`src/rtl/cla_bist_pkg.sv`:
```
// Shared types, constants and helpers for the carry-lookahead adder BIST driver.
package cla_bist_pkg;

    typedef enum logic [1:0] {
        IDLE,
        DRIVE,
        CHECK,
        DONE
    } state_e;

    localparam logic [15:0] LFSR_TAPS      = 16'hB400;
    localparam logic [15:0] DEFAULT_SEED_A = 16'hACE1;
    localparam logic [15:0] DEFAULT_SEED_B = 16'h1D2C;

    // An all-zero Galois LFSR is stuck forever, so a zero seed becomes 1.
    function automatic logic [15:0] seed_fixup(input logic [15:0] seed);
        return (seed == 16'h0000) ? 16'h0001 : seed;
    endfunction

    function automatic logic [15:0] lfsr_step(input logic [15:0] q);
        return {1'b0, q[15:1]} ^ (q[0] ? LFSR_TAPS : 16'h0000);
    endfunction

endpackage

```
`src/rtl/cla_bist_if.sv`:
```
// Operand/sum boundary between the BIST driver (master) and the adder under test (slave).
interface cla_bist_if #(
    parameter int unsigned WIDTH = 16
);
    logic [WIDTH-1:0] in_a;
    logic [WIDTH-1:0] in_b;
    logic             cin;
    logic [WIDTH-1:0] sum;

    modport master (output in_a, output in_b, output cin, input sum);
    modport slave  (input in_a, input in_b, input cin, output sum);
endinterface

```
`src/rtl/lfsr16.sv`:
```
// 16-bit right-shifting Galois LFSR with synchronous seed load and step enable.
module lfsr16
    import cla_bist_pkg::*;
(
    input  logic        clk,
    input  logic        rst,
    input  logic        load,
    input  logic [15:0] seed,
    input  logic        step,
    output logic [15:0] q
);

    logic [15:0] r_q;

    always_ff @(posedge clk) begin
        if (rst || load) begin
            r_q <= seed_fixup(seed);
        end else if (step) begin
            r_q <= lfsr_step(r_q);
        end
    end

    assign q = r_q;

endmodule

```
`src/rtl/cla_bist.sv`:
```
// BIST driver/checker for the 16-bit CLA: drives LFSR vectors, waits a settle window, scores sums.
// Optional first-failure capture ports are built when CLA_BIST_LOG_EN is defined.
module cla_bist
    import cla_bist_pkg::*;
#(
    parameter int unsigned WIDTH         = 16,
    parameter int unsigned NUM_TESTS     = 10,
    parameter logic [15:0] SEED_A        = DEFAULT_SEED_A,
    parameter logic [15:0] SEED_B        = DEFAULT_SEED_B,
    parameter int unsigned SETTLE_CYCLES = 1,
    localparam int unsigned CW           = $clog2(NUM_TESTS + 1)
) (
    input  logic              clk,
    input  logic              rst,
    input  logic              start,
    cla_bist_if.master        adder,
    output logic              busy,
    output logic              done,
    output logic [CW-1:0]     pass_count,
    output logic [CW-1:0]     fail_count
`ifdef CLA_BIST_LOG_EN
    ,
    output logic              fail_valid,
    output logic [WIDTH-1:0]  fail_a,
    output logic [WIDTH-1:0]  fail_b,
    output logic [WIDTH-1:0]  fail_sum,
    output logic              fail_cin
`endif
);

    localparam int unsigned SCW = (SETTLE_CYCLES > 1) ? $clog2(SETTLE_CYCLES) : 1;
    localparam logic [15:0] SEED_A_FIX = seed_fixup(SEED_A);
    localparam logic [15:0] SEED_B_FIX = seed_fixup(SEED_B);

    state_e           r_state;
    state_e           w_state_next;
    logic [SCW-1:0]   r_settle;
    logic [CW-1:0]    r_test_idx;
    logic [CW-1:0]    r_pass_count;
    logic [CW-1:0]    r_fail_count;
    logic [WIDTH-1:0] r_in_a;
    logic [WIDTH-1:0] r_in_b;
    logic             r_cin;

    logic [15:0]      w_lfsr_a;
    logic [15:0]      w_lfsr_b;
    logic [15:0]      w_lfsr_a_next;
    logic [15:0]      w_lfsr_b_next;
    logic             w_start_ok;
    logic             w_settle_last;
    logic             w_last_test;
    logic             w_step;
    logic [WIDTH-1:0] w_expected;
    logic             w_match;

    assign w_start_ok    = start && ((r_state == IDLE) || (r_state == DONE));
    assign w_settle_last = (r_settle == SCW'(SETTLE_CYCLES - 1));
    assign w_last_test   = (r_test_idx == CW'(NUM_TESTS - 1));
    assign w_step        = (r_state == CHECK);

    // The carry-out falls off the top; WIDTH-bit wraparound gives the truncated sum.
    assign w_expected    = r_in_a + r_in_b + WIDTH'(r_cin);
    assign w_match       = (adder.sum == w_expected);

    assign w_lfsr_a_next = lfsr_step(w_lfsr_a);
    assign w_lfsr_b_next = lfsr_step(w_lfsr_b);

    lfsr16 u_lfsr_a (
        .clk  (clk),
        .rst  (rst),
        .load (w_start_ok),
        .seed (SEED_A),
        .step (w_step),
        .q    (w_lfsr_a)
    );

    lfsr16 u_lfsr_b (
        .clk  (clk),
        .rst  (rst),
        .load (w_start_ok),
        .seed (SEED_B),
        .step (w_step),
        .q    (w_lfsr_b)
    );

    always_ff @(posedge clk) begin
        if (rst) begin
            r_state <= IDLE;
        end else begin
            r_state <= w_state_next;
        end
    end

    always_comb begin
        w_state_next = r_state;
        unique case (r_state)
            IDLE:    if (start) w_state_next = DRIVE;
            DRIVE:   if (w_settle_last) w_state_next = CHECK;
            CHECK:   w_state_next = w_last_test ? DONE : DRIVE;
            DONE:    if (start) w_state_next = DRIVE;
            default: w_state_next = IDLE;
        endcase
    end

    always_ff @(posedge clk) begin
        if (rst) begin
            r_settle     <= '0;
            r_test_idx   <= '0;
            r_pass_count <= '0;
            r_fail_count <= '0;
            r_in_a       <= '0;
            r_in_b       <= '0;
            r_cin        <= 1'b0;
        end else if (w_start_ok) begin
            r_settle     <= '0;
            r_test_idx   <= '0;
            r_pass_count <= '0;
            r_fail_count <= '0;
            r_in_a       <= WIDTH'(SEED_A_FIX);
            r_in_b       <= WIDTH'(SEED_B_FIX);
            r_cin        <= SEED_A_FIX[0] ^ SEED_B_FIX[0];
        end else if (r_state == DRIVE) begin
            r_settle <= w_settle_last ? '0 : r_settle + SCW'(1);
        end else if (r_state == CHECK) begin
            if (w_match) begin
                r_pass_count <= r_pass_count + CW'(1);
            end else begin
                r_fail_count <= r_fail_count + CW'(1);
            end
            if (!w_last_test) begin
                r_test_idx <= r_test_idx + CW'(1);
            end
            r_in_a <= WIDTH'(w_lfsr_a_next);
            r_in_b <= WIDTH'(w_lfsr_b_next);
            r_cin  <= w_lfsr_a_next[0] ^ w_lfsr_b_next[0];
        end
    end

`ifdef CLA_BIST_LOG_EN
    logic             r_fail_valid;
    logic [WIDTH-1:0] r_fail_a;
    logic [WIDTH-1:0] r_fail_b;
    logic [WIDTH-1:0] r_fail_sum;
    logic             r_fail_cin;

    // Only the first mismatch of a run is kept; later ones leave the record alone.
    always_ff @(posedge clk) begin
        if (rst || w_start_ok) begin
            r_fail_valid <= 1'b0;
            r_fail_a     <= '0;
            r_fail_b     <= '0;
            r_fail_sum   <= '0;
            r_fail_cin   <= 1'b0;
        end else if ((r_state == CHECK) && !w_match && !r_fail_valid) begin
            r_fail_valid <= 1'b1;
            r_fail_a     <= r_in_a;
            r_fail_b     <= r_in_b;
            r_fail_sum   <= adder.sum;
            r_fail_cin   <= r_cin;
        end
    end

    assign fail_valid = r_fail_valid;
    assign fail_a     = r_fail_a;
    assign fail_b     = r_fail_b;
    assign fail_sum   = r_fail_sum;
    assign fail_cin   = r_fail_cin;
`endif

    assign adder.in_a = r_in_a;
    assign adder.in_b = r_in_b;
    assign adder.cin  = r_cin;
    assign busy       = (r_state == DRIVE) || (r_state == CHECK);
    assign done       = (r_state == DONE);
    assign pass_count = r_pass_count;
    assign fail_count = r_fail_count;

endmodule

```
`src/flat_wrapper.sv`:
```
// flat-port wrapper written by rule: the top's interface ports become plain ports
module cla_bist_flat import cla_bist_pkg::*;
#(
    parameter int unsigned WIDTH         = 16,
    parameter int unsigned NUM_TESTS     = 10,
    parameter logic [15:0] SEED_A        = DEFAULT_SEED_A,
    parameter logic [15:0] SEED_B        = DEFAULT_SEED_B,
    parameter int unsigned SETTLE_CYCLES = 1,
    localparam int unsigned CW           = $clog2(NUM_TESTS + 1)
)
  (clk, rst, start, busy, done, pass_count, fail_count, adder_in_a, adder_in_b, adder_cin, adder_sum);
  cla_bist_if #(.WIDTH(WIDTH)) adder_i ();
  input  logic clk;
  input  logic rst;
  input  logic start;
  output logic busy;
  output logic done;
  output logic [CW-1:0] pass_count;
  output logic [CW-1:0] fail_count;
  output wire logic [$bits(adder_i.in_a)-1:0] adder_in_a;
  output wire logic [$bits(adder_i.in_b)-1:0] adder_in_b;
  output wire logic [$bits(adder_i.cin)-1:0] adder_cin;
  input wire logic [$bits(adder_i.sum)-1:0] adder_sum;
  assign adder_in_a = adder_i.in_a;
  assign adder_in_b = adder_i.in_b;
  assign adder_cin = adder_i.cin;
  assign adder_i.sum = adder_sum;
  cla_bist #(.WIDTH(WIDTH), .NUM_TESTS(NUM_TESTS), .SEED_A(SEED_A), .SEED_B(SEED_B), .SETTLE_CYCLES(SETTLE_CYCLES)) u_core (.clk(clk), .rst(rst), .start(start), .adder(adder_i), .busy(busy), .done(done), .pass_count(pass_count), .fail_count(fail_count));
endmodule
```
`config.mk`:
```
export PLATFORM = sky130hd
export DESIGN_NAME = cla_bist_flat
export DESIGN_NICKNAME = d
export VERILOG_FILES = /design/src/rtl/cla_bist_pkg.sv /design/src/rtl/cla_bist_if.sv /design/src/rtl/lfsr16.sv /design/src/rtl/cla_bist.sv /design/src/flat_wrapper.sv
export SDC_FILE = /design/constraint.sdc
export NUM_CORES = 1
export LEC_CHECK = 0
export ABC_AREA = 1
export ABC_CLOCK_PERIOD_IN_PS = 5200
export BUFFER_PORTS_ARGS = -buffer_cell sky130_fd_sc_hd__buf_2
export CAP_MARGIN = 30
export CORE_MARGIN = 2
export CORE_UTILIZATION = 38
export CTS_BUF_LIST = sky130_fd_sc_hd__clkbuf_4
export DETAILED_ROUTE_END_ITERATION = 10
export PLACE_DENSITY = 0.55
export SLEW_MARGIN = 20
export SYNTH_ARGS = -nofsm -noshare
export SYNTH_HDL_FRONTEND = slang
export SYNTH_SLANG_ARGS = --single-unit
```
`constraint.sdc`:
```
create_clock -name clk -period 5.2 [get_ports clk]
set_input_delay 0 -clock clk [delete_from_list [all_inputs] [get_ports clk]]
set_output_delay 0 -clock clk [all_outputs]
set_load 0.02 [all_outputs]
```
==> summary.md <==
| Metric | Value |
|---|---|
| Logic gate share of total power | 50.5% |
| Largest cells by area after synthesis | dfxtp_1, nand2_1, ha_1 |
| Slew Viols, Final | 0 |
| Die X | 106 um |
| I/O pin cnt | 62 |
| Outcome | completed |
| Worst-skew pair later-pin latency | 0.38 ns |
| Longest Clk Path Bufs | 2 |
| Setup violation total in the final timing report | 0 |
| CP endpoint | u_core.pass_count[0] |
| Hold path cells | 2 |
| Pwr Total | 2.20 mW |
| First-pass GRT wire length | 16,100 um |
| Fin nets | 674 |
| CP Launch Type | register |
| Largest net degree at the start of global routing | 52 |
| Die height | 106 um |
| Final hold slack | 0.0681 ns |
| Wire length per cell | 12.4 um |
| Max-slew headroom | 50.5% |
| CTS root buffer | clkbuf_4 |
| Sw Share | 46.3% |
| Filler cells | 1,105 |
| Synthesized net count | 635 |
| Sw power | 1.02 mW |
| Initial antenna violation count | 0 |
| Slowest CP cell | fa_1 |
| Area growth syn-to-layout | 11.9% |
| Power per cell area | 501 mW/mm^2 |
| Fmax | 336 MHz |
| Max incr delay on CP | 0.54 ns |
| Setup Total Neg Slack | 0 ns |
| Postcts setup bufs | 0 |
| Main synth FF type | dfxtp_1 |
| Detailed-route vias per instance | 4.73 |
| Worst Hold Class | in2reg |
| Final hold violation count | 0 |
| Critical path type | reg2reg |
| Maximum vdd drop | 0.161 mV |
| Vias | 3,648 |
| FF-to-FF End | u_core.pass_count[0] |
| CTS Sinks | 62 |
| Int Power | 1.18 mW |
| Worst setup margin | 2.23 ns |
| Static Leak | 2.25 nW |
| Number of global-route vias before repair | 3,352 |
| Clock-pin slew on the worst setup and hold paths | 0.11 ns |
| Pre-CTS setup slack | 2.20 ns |
| # rows | 37 |
| Asr flop ratio synth | 0% |
| DRC Markers | 0 |
| Ys Warns | 0 |
| Crit-path leading delay family | simple AND/OR/NAND/NOR gates |
| Minimum clock period | 2.97 ns |
| Most frequent cell after synthesis | nand2_1 |
| Flop2flop setup slack | 2.23 ns |
| Mapped Cells | 592 |
| Initial core utilization | 38.6% |
| Placer Congestion | 0.865 |
| PortBufs | 61 |
| Total GRT Usage | 17.8% |
| Register share of total power | 32.5% |
| Worst Clk Skew | 0.0132 ns |
| Fin crit share | 57.2% |
| CTS buffer count | 9 |
| CP endpoint kind | register |
| Drt total wl | 9560 um |
| Required time worst endpoint | 5.45 ns |
| Most used cell, CP | nand2_1 |
| DR pass1 iterations | 5 |
| RSZ-0062 raised after global routing | no |
| Cell depth of the worst setup path | 15 |
| Share of layout cells above drive strength 1 | 16.7% |
| Placed cell area | 0.00422 sq mm |
| Mapped Avg Cell Area | 6.64 sq um |
| Diode count | 0 |
| Slew of the pin with the lowest slew margin | 0.742 ns |
| Worst path buffer plus inverter count | 1 |
| Synth Cell Area | 0.00393 sq mm |
| Reg2reg start | u_core.u_lfsr_b.q[0] |
| Routed Antenna Nets | 0 |
| CP Launch Point | u_core.u_lfsr_b.q[0] |
| Cells on worst reg2reg path | 15 |
| CTS tree | yes |
| Number of synthesized flops with an enable pin | 0 |
| H-tree depth | 3 |
| Post-synth top area cell | dfxtp_1 |
| Post-synthesis cell type count | 34 |
| Crit-path cells | fa_1 -> fa_1 -> inv_1 -> nand2_1 -> nand2_1 -> nor2_1 -> nand2_1 -> nor2_1 -> nand2_1 -> nor2_1 -> nand4_1 -> nor2_2 -> nand4_1 -> nand2_1 -> a21oi_1 |
| Final instance area | 0.00440 sq mm |
| Iteration-0 DRC Markers | 169 |
| Synth cell count leaders | nand2_1, inv_1, dfxtp_1 |
| Power share of the clock group | 16.9% |
| Seq/Total Area, Yosys | 31.6% |
| Die area | 0.0112 sq mm |
| HPWL Detailed | 7340 um |
| Maximum fanout along the worst path | 9 |
| CP arrival | 3.22 ns |
| Core ar. | 0.0102 sq mm |
| Flops & latches, synth | 62 |
| Yosys top cell area share | 31.6% |
| GRT overflow | 0 |
| Max cap viols | 0 |
==> cells in the final DEF, fill, tap and decap left out, types with 3 or more instances in the layout <==
cell type	instances
a211oi_1	5
a21oi_1	37
a21oi_2	3
a31oi_1	11
buf_2	61
buf_4	3
clkbuf_4	11
dfxtp_1	62
ha_1	22
inv_1	64
nand2_1	180
nand2_2	8
nand3_1	35
nand3b_1	4
nand4_1	8
nor2_1	56
nor2_2	6
nor3_1	12
o21ai_0	7
xnor2_1	10
xor2_1	8
==> timing repair <==
action	in CTS	in global routing
gates resized for setup	0	0
endpoints found under the hold margin	2	0
hold buffers	2	0
==> power groups by stage <==
stage	registers, mW	clock network (mW)	logic [mW]
2_1_floorplan	0.752	0	0.814
3_3_place_gp	0.726	0	1.09
3_5_place_dp	0.727	0	1.11
4_1_cts	0.717	0.382	1.12
5_1_grt	0.732	0.402	1.27
6_report	0.716	0.373	1.11
==> routing by layer <==
layer	part of all wire (%)	GRT usage [%]
met2	46	28.5
met5	0	0
met4	0.86	4.89
met3	3.4	3.15
met1	50	24.5
==> cell type report <==
type	count	area, sq um	share of cell area [%]
inverters	67	251	5.72
well taps	136	170	3.87
repair buffers	66	348	7.91
clock inverters	5	73.8	1.68
flip-flops and latches	62	1240	28.2
clock buffers	11	82.6	1.88
multi-input cells	425	2230	50.7
==> how the worst min path moves through the flow <==
stage | start | end
finish | rst | u_core.adder.in_b[3]
global route | rst | u_core.adder.in_b[10]
CTS | rst | u_core.adder.in_a[13]
detailed placement | start | u_core.r_state[1]
global placement | start | u_core.r_state[1]
floorplan | start | u_core.r_state[1]
==> sequential cells by signal (all words and copies together), names as in the netlist <==
register           count
u_core.adder.in_a      8
u_core.adder.in_b     13
u_core.r_test_idx      4
u_core.u_lfsr_a.q     16
u_core.r_state         2
u_core.fail_count      4
u_core.adder.cin       1
u_core.pass_count      4
u_core.u_lfsr_b.q     10
==> worst reg2reg max path, cell delays in order (launching register included) <==
cell and delay, ns:
dfxtp_1 0.48, fa_1 0.54, fa_1 0.53, inv_1 0.04
nand2_1 0.05, nand2_1 0.04, nor2_1 0.08, nand2_1 0.06
nor2_1 0.10, nand2_1 0.06, nor2_1 0.13, nand4_1 0.13
nor2_2 0.20, nand4_1 0.22, nand2_1 0.12, a21oi_1 0.06
==> metrics by stage <==
stage / util (%) / instances
after CTS: 43.2 / 772
after floorplan: - / 592
final: 43.2 / 772
after detailed placement: 41.4 / 754
after global placement: 41.4 / 754
after global routing: 43.2 / 772
==> cell families (layout without fill, tap and decap cells) <==
kind of cell	Yosys count	in the layout	synth area share, %
adder cells (fa/ha/maj)	24	24	8.03
flip-flops	62	62	31.6
AO/OA/AOI/OAI	63	63	8.98
AND/OR/NAND/NOR	320	320	35.7
buffers and inverters	105	149	11.7
XOR/XNOR	18	18	4.01
Note: power is estimated with default switching activity, not from simulation.
